### config.mk
export PLATFORM = sky130hd
export DESIGN_NAME = bp_trigger_csr_flat
export DESIGN_NICKNAME = d
export VERILOG_FILES = /design/src/rtl/bp_trigger_csr_if.sv /design/src/rtl/bp_trigger_csr.sv /design/src/flat_wrapper.sv
export SDC_FILE = /design/constraint.sdc
export NUM_CORES = 1
export LEC_CHECK = 0
export CAP_MARGIN = 5
export CORE_ASPECT_RATIO = 0.8
export CORE_MARGIN = 4
export CORE_UTILIZATION = 35
export CTS_BUF_LIST = sky130_fd_sc_hd__clkbuf_16
export DETAILED_ROUTE_END_ITERATION = 12
export HOLD_SLACK_MARGIN = 0.02
export PLACE_DENSITY = 0.81
export SLEW_MARGIN = 0
export SYNTH_ARGS = -nofsm -noshare
export SYNTH_HDL_FRONTEND = slang
export SYNTH_SLANG_ARGS = --single-unit
### constraint.sdc
create_clock -name clock -period 3.21 [get_ports clock]
set_input_delay 0.963 -clock clock [delete_from_list [all_inputs] [get_ports clock]]
set_output_delay 0.963 -clock clock [all_outputs]
set_load 0.01 [all_outputs]
### src/rtl/bp_trigger_csr_if.sv
// CSR read/write port between the CSR file (master) and the trigger CSR block (slave).
interface bp_trigger_csr_if;
  logic [11:0] io_rw_addr;
  logic [2:0]  io_rw_cmd;
  logic [31:0] io_rw_wdata;
  logic [31:0] io_rw_rdata;
  logic        io_rw_hit;

  modport master (
    output io_rw_addr,
    output io_rw_cmd,
    output io_rw_wdata,
    input  io_rw_rdata,
    input  io_rw_hit
  );

  modport slave (
    input  io_rw_addr,
    input  io_rw_cmd,
    input  io_rw_wdata,
    output io_rw_rdata,
    output io_rw_hit
  );
endinterface

### src/rtl/bp_trigger_csr.sv
// Single debug trigger CSR state (tselect/tdata1/tdata2) with mcontrol write
// legalisation, driving the control/address bundle of the breakpoint unit.
module bp_trigger_csr #(
  parameter int XLEN    = 32,
  parameter int MASKMAX = 4,
  parameter int HAS_H   = 0
) (
  input  logic                clock,
  input  logic                reset,
  bp_trigger_csr_if.slave     rw,
  input  logic                io_status_debug,
  output logic [3:0]          io_bp_0_control_ttype,
  output logic                io_bp_0_control_dmode,
  output logic [5:0]          io_bp_0_control_maskmax,
  output logic [7:0]          io_bp_0_control_reserved,
  output logic                io_bp_0_control_action,
  output logic                io_bp_0_control_chain,
  output logic [1:0]          io_bp_0_control_zero,
  output logic [1:0]          io_bp_0_control_tmatch,
  output logic                io_bp_0_control_m,
  output logic                io_bp_0_control_h,
  output logic                io_bp_0_control_s,
  output logic                io_bp_0_control_u,
  output logic                io_bp_0_control_x,
  output logic                io_bp_0_control_w,
  output logic                io_bp_0_control_r,
  output logic [XLEN-1:0]     io_bp_0_address
);

  localparam logic [11:0] ADDR_TSELECT = 12'h7A0;
  localparam logic [11:0] ADDR_TDATA1  = 12'h7A1;
  localparam logic [11:0] ADDR_TDATA2  = 12'h7A2;
  localparam logic [3:0]  TTYPE_MCTRL  = 4'd2;
  localparam logic [5:0]  MASKMAX_C    = 6'(MASKMAX);
  localparam logic        HAS_H_C      = (HAS_H != 0) ? 1'b1 : 1'b0;

  // Read-modify-write operand selection for write/set/clear commands.
  function automatic logic [31:0] csr_write_value(
    input logic [2:0]  cmd,
    input logic [31:0] rdata,
    input logic [31:0] wdata
  );
    logic [31:0] v;
    case (cmd)
      3'd6:    v = rdata | wdata;
      3'd7:    v = rdata & ~wdata;
      default: v = wdata;
    endcase
    return v;
  endfunction

  logic        r_dmode;
  logic        r_action;
  logic [1:0]  r_tmatch;
  logic        r_m;
  logic        r_h;
  logic        r_s;
  logic        r_u;
  logic        r_x;
  logic        r_w;
  logic        r_r;
  logic [31:0] r_address;

  logic [31:0] w_tdata1;
  logic [31:0] w_rdata;
  logic        w_hit;
  logic        w_is_write_cmd;
  logic        w_locked;
  logic        w_wen;
  logic [31:0] w_wv;
  logic        w_dmode_n;

  // tdata1 as seen by software: constant fields merged with held state.
  assign w_tdata1 = {TTYPE_MCTRL, r_dmode, MASKMAX_C, 8'd0, r_action, 1'b0, 2'b00,
                     r_tmatch, r_m, r_h, r_s, r_u, r_x, r_w, r_r};

  // Address decode and combinational read data.
  always_comb begin
    w_rdata = 32'd0;
    w_hit   = 1'b0;
    case (rw.io_rw_addr)
      ADDR_TSELECT: begin
        w_rdata = 32'd0;
        w_hit   = 1'b1;
      end
      ADDR_TDATA1: begin
        w_rdata = w_tdata1;
        w_hit   = 1'b1;
      end
      ADDR_TDATA2: begin
        w_rdata = r_address;
        w_hit   = 1'b1;
      end
      default: begin
        w_rdata = 32'd0;
        w_hit   = 1'b0;
      end
    endcase
  end

  assign rw.io_rw_rdata = w_rdata;
  assign rw.io_rw_hit   = w_hit;

  // Write qualification: only write/set/clear to a decoded address, and a
  // debug-mode-owned trigger cannot be touched from outside debug mode.
  always_comb begin
    w_is_write_cmd = 1'b0;
    case (rw.io_rw_cmd)
      3'd5, 3'd6, 3'd7: w_is_write_cmd = 1'b1;
      default:          w_is_write_cmd = 1'b0;
    endcase
  end

  assign w_locked  = r_dmode & ~io_status_debug;
  assign w_wen     = w_is_write_cmd & w_hit;
  assign w_wv      = csr_write_value(rw.io_rw_cmd, w_rdata, rw.io_rw_wdata);
  assign w_dmode_n = w_wv[27] & io_status_debug;

  // Trigger state update; reset takes priority over any write in the same cycle.
  always_ff @(posedge clock) begin
    if (reset) begin
      r_dmode   <= 1'b0;
      r_action  <= 1'b0;
      r_tmatch  <= 2'b00;
      r_m       <= 1'b0;
      r_h       <= 1'b0;
      r_s       <= 1'b0;
      r_u       <= 1'b0;
      r_x       <= 1'b0;
      r_w       <= 1'b0;
      r_r       <= 1'b0;
      r_address <= 32'd0;
    end else if (w_wen && !w_locked) begin
      case (rw.io_rw_addr)
        ADDR_TDATA1: begin
          r_dmode  <= w_dmode_n;
          r_action <= w_wv[12] & w_dmode_n;
          r_tmatch <= w_wv[8:7];
          r_m      <= w_wv[6];
          r_h      <= w_wv[5] & HAS_H_C;
          r_s      <= w_wv[4];
          r_u      <= w_wv[3];
          r_x      <= w_wv[2];
          r_w      <= w_wv[1];
          r_r      <= w_wv[0];
        end
        ADDR_TDATA2: begin
          r_address <= w_wv;
        end
        default: begin
          // tselect has a single legal value; nothing to store.
          r_address <= r_address;
        end
      endcase
    end else begin
      r_address <= r_address;
    end
  end

  assign io_bp_0_control_ttype    = TTYPE_MCTRL;
  assign io_bp_0_control_dmode    = r_dmode;
  assign io_bp_0_control_maskmax  = MASKMAX_C;
  assign io_bp_0_control_reserved = 8'd0;
  assign io_bp_0_control_action   = r_action;
  assign io_bp_0_control_chain    = 1'b0;
  assign io_bp_0_control_zero     = 2'b00;
  assign io_bp_0_control_tmatch   = r_tmatch;
  assign io_bp_0_control_m        = r_m;
  assign io_bp_0_control_h        = r_h;
  assign io_bp_0_control_s        = r_s;
  assign io_bp_0_control_u        = r_u;
  assign io_bp_0_control_x        = r_x;
  assign io_bp_0_control_w        = r_w;
  assign io_bp_0_control_r        = r_r;
  assign io_bp_0_address          = r_address;

endmodule

### src/flat_wrapper.sv
// flat-port wrapper written by rule: the top's interface ports become plain ports
module bp_trigger_csr_flat 
#(
  parameter int XLEN    = 32,
  parameter int MASKMAX = 4,
  parameter int HAS_H   = 0
)
  (clock, reset, io_status_debug, io_bp_0_control_ttype, io_bp_0_control_dmode, io_bp_0_control_maskmax, io_bp_0_control_reserved, io_bp_0_control_action, io_bp_0_control_chain, io_bp_0_control_zero, io_bp_0_control_tmatch, io_bp_0_control_m, io_bp_0_control_h, io_bp_0_control_s, io_bp_0_control_u, io_bp_0_control_x, io_bp_0_control_w, io_bp_0_control_r, io_bp_0_address, rw_io_rw_addr, rw_io_rw_cmd, rw_io_rw_wdata, rw_io_rw_rdata, rw_io_rw_hit);
  bp_trigger_csr_if rw_i ();
  input  logic clock;
  input  logic reset;
  input  logic io_status_debug;
  output logic [3:0] io_bp_0_control_ttype;
  output logic io_bp_0_control_dmode;
  output logic [5:0] io_bp_0_control_maskmax;
  output logic [7:0] io_bp_0_control_reserved;
  output logic io_bp_0_control_action;
  output logic io_bp_0_control_chain;
  output logic [1:0] io_bp_0_control_zero;
  output logic [1:0] io_bp_0_control_tmatch;
  output logic io_bp_0_control_m;
  output logic io_bp_0_control_h;
  output logic io_bp_0_control_s;
  output logic io_bp_0_control_u;
  output logic io_bp_0_control_x;
  output logic io_bp_0_control_w;
  output logic io_bp_0_control_r;
  output logic [XLEN-1:0] io_bp_0_address;
  input wire logic [$bits(rw_i.io_rw_addr)-1:0] rw_io_rw_addr;
  input wire logic [$bits(rw_i.io_rw_cmd)-1:0] rw_io_rw_cmd;
  input wire logic [$bits(rw_i.io_rw_wdata)-1:0] rw_io_rw_wdata;
  output wire logic [$bits(rw_i.io_rw_rdata)-1:0] rw_io_rw_rdata;
  output wire logic [$bits(rw_i.io_rw_hit)-1:0] rw_io_rw_hit;
  assign rw_i.io_rw_addr = rw_io_rw_addr;
  assign rw_i.io_rw_cmd = rw_io_rw_cmd;
  assign rw_i.io_rw_wdata = rw_io_rw_wdata;
  assign rw_io_rw_rdata = rw_i.io_rw_rdata;
  assign rw_io_rw_hit = rw_i.io_rw_hit;
  bp_trigger_csr #(.XLEN(XLEN), .MASKMAX(MASKMAX), .HAS_H(HAS_H)) u_core (.clock(clock), .reset(reset), .rw(rw_i), .io_status_debug(io_status_debug), .io_bp_0_control_ttype(io_bp_0_control_ttype), .io_bp_0_control_dmode(io_bp_0_control_dmode), .io_bp_0_control_maskmax(io_bp_0_control_maskmax), .io_bp_0_control_reserved(io_bp_0_control_reserved), .io_bp_0_control_action(io_bp_0_control_action), .io_bp_0_control_chain(io_bp_0_control_chain), .io_bp_0_control_zero(io_bp_0_control_zero), .io_bp_0_control_tmatch(io_bp_0_control_tmatch), .io_bp_0_control_m(io_bp_0_control_m), .io_bp_0_control_h(io_bp_0_control_h), .io_bp_0_control_s(io_bp_0_control_s), .io_bp_0_control_u(io_bp_0_control_u), .io_bp_0_control_x(io_bp_0_control_x), .io_bp_0_control_w(io_bp_0_control_w), .io_bp_0_control_r(io_bp_0_control_r), .io_bp_0_address(io_bp_0_address));
endmodule
# [Word level (Yosys, flattened, before mapping)]
# Index checks and enable logic that the tools add are counted.
[word_totals] wordCells=34 output_inout_bits=97 ff_bits=42 in_bits=50
[classes] reduce_logical=6 bitwise_logic=8 eq_ne=6 mux=4
[op_table] op="32-bit case mux with 2 select lines" count=2
[op_table] op="12-bit by 11-bit == test with 1-bit output (second input constant)" count=3
[op_table] op="32-bit AND" count=1
[op_table] op="32-bit NOT" count=1
[op_table] op="32-bit bitwise OR" count=1
[op_table] op="3-bit == test (second input constant)" count=3
[op_table] op="3-bit OR reduction" count=2
[op_table] op="1-bit AND" count=4
[op_table] op="2-bit AND reduction" count=2
[op_table] op="1-bit two-way mux" count=2
[op_table] op="1-bit logical AND" count=1
[op_table] op="1-bit zero test" count=1
[op_table] op="1-bit NOT" count=1

# [Logic depth before layout (Yosys ltp)]
# Gate-level depths: netlist (run 1).
[logic_depth] ltp_word=6 ltp_mapped=7 ltp_nobuf=4

# [Worst setup path after synthesis (run 1)]
# No wires, ideal clock.
[synth_path] path_kind="input to output" startpoint="in rw_io_rw_addr[11]" endpoint="out rw_io_rw_rdata[10]" setup_slack_ns=-0.174 t_required_ns=2.247 arrival_time_ns=2.421 path_stages=6 path_cell_list="or4b_4 -> buf_6 -> nor3_2 -> buf_4 -> clkbuf_1 -> and3_1"
[synth_via] elab_chain_len=2
[synth_lines] item="start: declaration" line="flat_wrapper.sv:29" rtl="input wire logic [$bits(rw_i.io_rw_addr)-1:0] rw_io_rw_addr;"
[synth_lines] item="12-bit by 11-bit == test with 1-bit output" line="bp_trigger_csr.sv:81" rtl="case (rw.io_rw_addr)"
[synth_lines] item="32-bit case mux with 2 select lines (*)" line="bp_trigger_csr.sv:81"
[synth_lines] item="end: declaration" line="flat_wrapper.sv:32" rtl="output wire logic [$bits(rw_i.io_rw_rdata)-1:0] rw_io_rw_rdata;"
# Every way passes the cells marked *; elsewhere a longest branch is shown, timed or not.

# [Final worst setup path (run 1)]
[layout_path] startpoint="in rw_io_rw_addr[3]" endpoint="out rw_io_rw_rdata[23]"
# Same word-level chain as after synthesis.

==> qor.csv, run 1 <==
stage;metric;value;unit
clock_tree;Longest Clk Path Bufs;2;
critical_path;required time of the critical path;2.25;ns
final_layout;area occupied by multi-input gates;1813;um^2
drt;DR iter-0 viols;187;
timing;final setup fails;33;
synth;number of flops mapped to enable cells by yosys;0;
final_layout;Nets;512;
critical_path;WS Path Type;input port to output pin;
min_path;WHS Path Cells;2;
min_path;hold path start;u_core.io_bp_0_address[9];
global_routing;largest net degree at the start of global routing;25;
clock_tree;Num CTS Buffers;5;
synth;Yosys reg bits;42;
timing;Setup TNS;-2.414;ns
min_path;worst min-delay path class;flip-flop to flip-flop;
timing;Slew Limit Fails;0;
critical_path;RR Startpoint;u_core.io_bp_0_control_dmode;
global_routing;GRT Resource Usage Total;21.73;%
final_layout;fillers;632;
drt;Antenna Nets Post-Route;0;
die;# IOs;147;
clock_tree;H-tree depth reported by CTS;2;
final_layout;antenna cells;0;
synth;synthesized area per cell;8.089;um^2
synth;Main synth FF type;dfxtp_1;
timing;PnR worst setup slack;-0.1606;ns
drt;DRC;0;
critical_path;reg2reg path depth;5;
flow_run;Max Cap Violations;0;
critical_path;Critical R2R Capture;u_core.io_bp_0_address[3];
run_status;violated checks;setup timing;
timing;RSZ-0062 raised after global routing;yes;
pwr;peak supply drop;0.0002072;V
timing;Hold WS;0.4902;ns
drt;Vias;3180;
final_layout;FF+latch area;840.8;um^2
global_routing;initial antenna violation count;0;
pwr;Pwr Total;1.379;mW
synth;Ys Warns;0;
clock_tree;clock sinks;42;
final_layout;share of cells above drive strength 1;25.70;%
global_routing;GR Overflow Total;0;
die;die area;9021;um^2
timing;maximum clock frequency;296.7;MHz
timing;Least-Margin Pin Slew;0.5330;ns
timing;fin crit share;105.0;%
synth;top cell type by total area after synthesis;dfxtp_1;
critical_path;CP Max Fanout;4;
clock_tree;Clock Tree Root;clkbuf_16;
pwr;Pwr Density;303.1;nW/um^2
timing;max_slew headroom;64.38;%
timing;clock skew;0.005457;ns
placed_design;routability cong.;0.8231;
critical_path;crit path DAT;2.41;ns
die;Die Span X;105.2;um
placed_design;placed cells;533;
final_layout;Post-Layout Cell Count;553;
placed_design;port bufs;124;
global_routing;vias in the first global route;3141;
drt;First-pass DRT Iterations;5;
critical_path;endpoint type of the worst setup path;output pin;
critical_path;crit start category;input port;
critical_path;worst reg2reg setup slack;1.61;ns
synth;Synth Instances;327;
placed_design;hpwl dp;6.964;mm
clock_tree;CTS tree;done;
drt;vias per cell;5.750;
die;Starting Density;35.95;%
synth;Netlist cell types;38;
final_layout;Largest register FFs;32;
timing;endpoints failing hold;0;
synth;synthesized area;2645;um^2
die;core outline area;7357;um^2
global_routing;first-pass GRT wire length;16.20;mm
synth;post-synthesis sequential area ratio;31.79;%
drt;DRT Wirelength;10.02;mm
die;std cell rows;28;
synth;asr flop ratio synth;0;%
die;die height;85.76;um
pwr;Lkg Pwr;1.689;nW
clock_tree;Clock Latency Late Sink;0.28;ns
synth;ranking of synthesized cells by area;dfxtp_1 32%, buf_4 6.5%, nand3b_1 6.2%, o31ai_1 6.0%, a21oi_1 5.5%;
run_status;status;finished with violations;
clock_tree;hold buffer count at CTS;0;
timing;Tmin final;3.371;ns
synth;share of the synthesized area in the top cell type;31.79;%
drt;WL/cell;18.12;um
synth;synth cell count leaders;42 x dfxtp_1, 31 x nor2_1, 29 x a21oi_1, 28 x clkbuf_1, 23 x buf_4;
clock_tree;clk slew on worst S/H paths;0.06;ns
final_layout;Syn-to-layout area delta;72.00;%
synth;most numerous cell in the Yosys netlist;dfxtp_1;
min_path;Hold Path End;u_core.io_bp_0_address[9];
-- power breakdown --
part | switching (mW) | internal, mW
Sequential | 0.0000296 | 0.521
Combinational | 0.108 | 0.0946
Clock | 0.208 | 0.447
-- final cells by class --
class / count / area share [%]
Multi-Input combinational cell: 246 / 39.85
Inverter: 3 / 0.2475
Clock inverter: 3 / 1.513
Timing Repair Buffer: 164 / 34.68
Tap cell: 90 / 2.475
Clock buffer: 5 / 2.750
Sequential cell: 42 / 18.48
-- layout by cell type (no fill, tap or decap), types with 3 or more instances in the layout --
cell             synthesis  layout
o21ai_0                  4       4
a21oi_1                 29      26
o22ai_1                  9       9
a22oi_1                  9       9
nand3b_1                22      22
o31ai_1                 21      21
buf_4                   23      27
nor2_1                  31      30
dlygate4sd2_1            0       5
nand4_1                 21      21
nand2_1                 15      14
buf_2                    4      17
conb_1                   2      22
inv_1                    3       3
clkdlybuf4s50_1          0      80
o2bb2ai_1                8       8
a21oi_4                  0       3
and3_4                   0      13
a2111oi_4                0       9
o2111ai_1                3       3
buf_6                    1      28
and3_1                  22       9
clkbuf_16                0       5
dfxtp_1                 42      42
-- worst max-delay path by stage --
stage	from	end	slack (ns)	cells after the start
2_1_floorplan	rw_io_rw_addr[11]	rw_io_rw_rdata[10]	-0.06	6
3_3_place_gp	rw_io_rw_addr[11]	rw_io_rw_hit	-0.85	5
3_5_place_dp	rw_io_rw_addr[11]	rw_io_rw_rdata[8]	-0.92	5
4_1_cts	rw_io_rw_addr[3]	rw_io_rw_rdata[23]	-0.15	6
5_1_grt	rw_io_rw_addr[3]	rw_io_rw_rdata[29]	-0.19	6
6_report	rw_io_rw_addr[3]	rw_io_rw_rdata[23]	-0.16	6
-- metal layers --
metal	wire length, um	track usage (%)
met1	4239	28.01
met2	4877	37.27
met3	737	4.816
met4	165	5.006
met5	0	0
-- through the flow --
step	setup WS (ns)	utilization [%]	instance area (um^2)
6_report	-0.1606	61.84	4549
3_5_place_dp	-0.9245	56.14	4130
4_1_cts	-0.1514	61.55	4528
5_1_grt	-0.1926	61.84	4549
3_3_place_gp	-0.8465	56.14	4130
2_1_floorplan	-0.06283	-	2872
-- cell families (layout without fill, tap and decap cells) --
family	Yosys count	count (layout)	share of synthesized area, %
buf+inv	59	175	12.11
simple gates	125	125	27.77
compound gates	99	99	28.05
flops	42	42	31.79
other cells	2	22	0.2839
-- what timing repair did --
| item | CTS | global route |
|---|---|---|
| resized for setup | 189 | 8 |
| endpoints found under the setup margin | 33 | 33 |
| buffers inserted | 9 | 1 |
| pin swaps | 6 | 5 |
| gates cloned | 3 | 0 |
-- critical path: stages --
cell	delay, ns
buf_6	0.09
or4b_4	0.58
or3_4	0.41
buf_6	0.15
a21oi_4	0.10
buf_6	0.11
No activity file was read; power rests on OpenSTA's default activity.
==> inputs of run 2 (changes only) <==
- CTS_BUF_LIST: sky130_fd_sc_hd__clkbuf_16 -> default
==> run 2 against run 1 <==
Utilization decreased by 0.87 points. Maximum frequency is essentially flat. Design area is 1.4% lower. Clock power is 23% lower. Register-to-register slack is essentially flat. Sequential cell count stayed put. Non-clock buffer count shrank 1. Critical path type unchanged. Power down 11%. Clock skew shrank 0.0013 ns. Highest routed layer unchanged. Via count down 2.4%. The flow still finishes with violations (setup timing).
==> qor.csv, run 2 (synthesized netlist as in run 1, its figures left out) <==
stage;metric;value;unit
timing;Slew Limit Fails;0;
clock_tree;Longest Clk Path Bufs;2;
final_layout;fillers;636;
pwr;Pwr Total;1.228;mW
timing;final setup fails;33;
flow_run;Max Cap Violations;0;
timing;Hold WS;0.4914;ns
die;core outline area;7357;um^2
placed_design;routability cong.;0.8231;
critical_path;CP Max Fanout;4;
die;Starting Density;35.95;%
timing;Setup TNS;-2.405;ns
global_routing;GRT Resource Usage Total;21.62;%
clock_tree;Num CTS Buffers;5;
clock_tree;hold buffer count at CTS;0;
timing;endpoints failing hold;0;
final_layout;most frequent cells in the layout;80 x clkdlybuf4s50_1, 42 x dfxtp_1, 30 x nor2_1;
critical_path;crit path DAT;2.41;ns
drt;Antenna Nets Post-Route;0;
timing;Tmin final;3.372;ns
drt;DRT Wirelength;9.967;mm
pwr;Pwr Density;273.7;nW/um^2
global_routing;first-pass GRT wire length;16.19;mm
critical_path;WS Path Type;input port to output pin;
timing;maximum clock frequency;296.5;MHz
final_layout;most common cell after layout, fill and taps aside;clkdlybuf4s50_1;
clock_tree;H-tree depth reported by CTS;2;
critical_path;endpoint type of the worst setup path;output pin;
run_status;violated checks;setup timing;
drt;Vias;3103;
timing;Least-Margin Pin Slew;0.5415;ns
final_layout;share of cells above drive strength 1;25.54;%
placed_design;hpwl dp;6.964;mm
clock_tree;Clock Tree Root;clkbuf_8;
clock_tree;clk slew on worst S/H paths;0.09;ns
placed_design;port bufs;124;
drt;DR iter-0 viols;160;
final_layout;antenna cells;0;
run_status;status;finished with violations;
drt;First-pass DRT Iterations;4;
critical_path;crit start category;input port;
min_path;worst min-delay path class;flip-flop to flip-flop;
timing;PnR worst setup slack;-0.1625;ns
die;std cell rows;28;
die;die height;85.76;um
final_layout;Largest register FFs;32;
die;die area;9021;um^2
pwr;Lkg Pwr;1.659;nW
drt;WL/cell;18.06;um
timing;fin crit share;105.1;%
final_layout;Syn-to-layout area delta;69.58;%
global_routing;GR Overflow Total;0;
timing;max_slew headroom;63.81;%
clock_tree;CTS tree;done;
global_routing;largest net degree at the start of global routing;25;
clock_tree;clock sinks;42;
clock_tree;Clock Latency Late Sink;0.29;ns
pwr;peak supply drop;0.0001992;V
global_routing;vias in the first global route;3142;
drt;DRC;0;
final_layout;Final Core Density;60.97;%
drt;vias per cell;5.621;
timing;RSZ-0062 raised after global routing;yes;
timing;clock skew;0.004196;ns
critical_path;required time of the critical path;2.25;ns
global_routing;initial antenna violation count;0;
die;# IOs;147;
die;Die Span X;105.2;um
placed_design;Placement Setup Slack;-0.9245;ns
final_layout;Nets;511;
## run 2: changes by cell type in the layout (fill, tap and decap cells not counted), sizes merged
cell  previous run  this run
buf             75        74
## run 2: path summary, 6_finish.rpt
| path | depth (start not counted) | startpoint | slack [ns] | to |
|---|---|---|---|---|
| setup / recovery | 6 | rw_io_rw_addr[3] | -0.16 | rw_io_rw_rdata[23] |
| hold / removal | 2 | u_core.io_bp_0_address[19] | 0.49 | u_core.io_bp_0_address[19] |
| setup reg to reg | 5 | u_core.io_bp_0_control_dmode | 1.60 | u_core.io_bp_0_address[3] |
| hold reg to reg | 2 | u_core.io_bp_0_address[19] | 0.49 | u_core.io_bp_0_address[19] |
## run 2: power breakdown
part	switching, mW	internal, mW
sequential	0.0000293	0.520
combinational	0.108	0.0946
clock	0.193	0.312
total	0.301	0.927
## run 2: through the flow
stage                     cell area [um^2]  cells
final                                 4486    552
after global placement                4130    533
after floorplan                       2872    347
after CTS                             4472    553
after detailed placement              4130    533
after global routing                  4486    552
## run 2: cell type report
type / instances / area (um^2) / area share, %
Inverter: 3 / 11.26 / 0.2510
Tap cell: 90 / 112.6 / 2.510
Multi-Input combinational cell: 246 / 1813 / 40.42
Clock inverter: 3 / 68.82 / 1.534
Sequential cell: 42 / 840.8 / 18.74
Clock buffer: 5 / 68.82 / 1.534
Timing Repair Buffer: 163 / 1570 / 35.01
## run 2: critical path, cell delays in order
cell and delay [ns]:
buf_6 0.09, or4b_4 0.58, or3_4 0.41, buf_6 0.15, a21oi_4 0.10, buf_6 0.11
## run 2: per-layer routing
layer / global-route usage [%] / vias to the layer above / share of wire, %
met1: 28.28 / 1493 / 42
met2: 36.75 / 142 / 49
met5: 0 / - / 0
met4: 4.648 / 0 / 1.1
li1: - / 1457 / -
met3: 4.740 / 11 / 7.9
## run 2: repair_timing
action | 4_1_cts | 5_1_grt
pin swaps | 6 | 5
gates cloned | 3 | 0
buffers inserted | 9 | 0
endpoints found under the setup margin | 33 | 33
resized for setup | 189 | 8
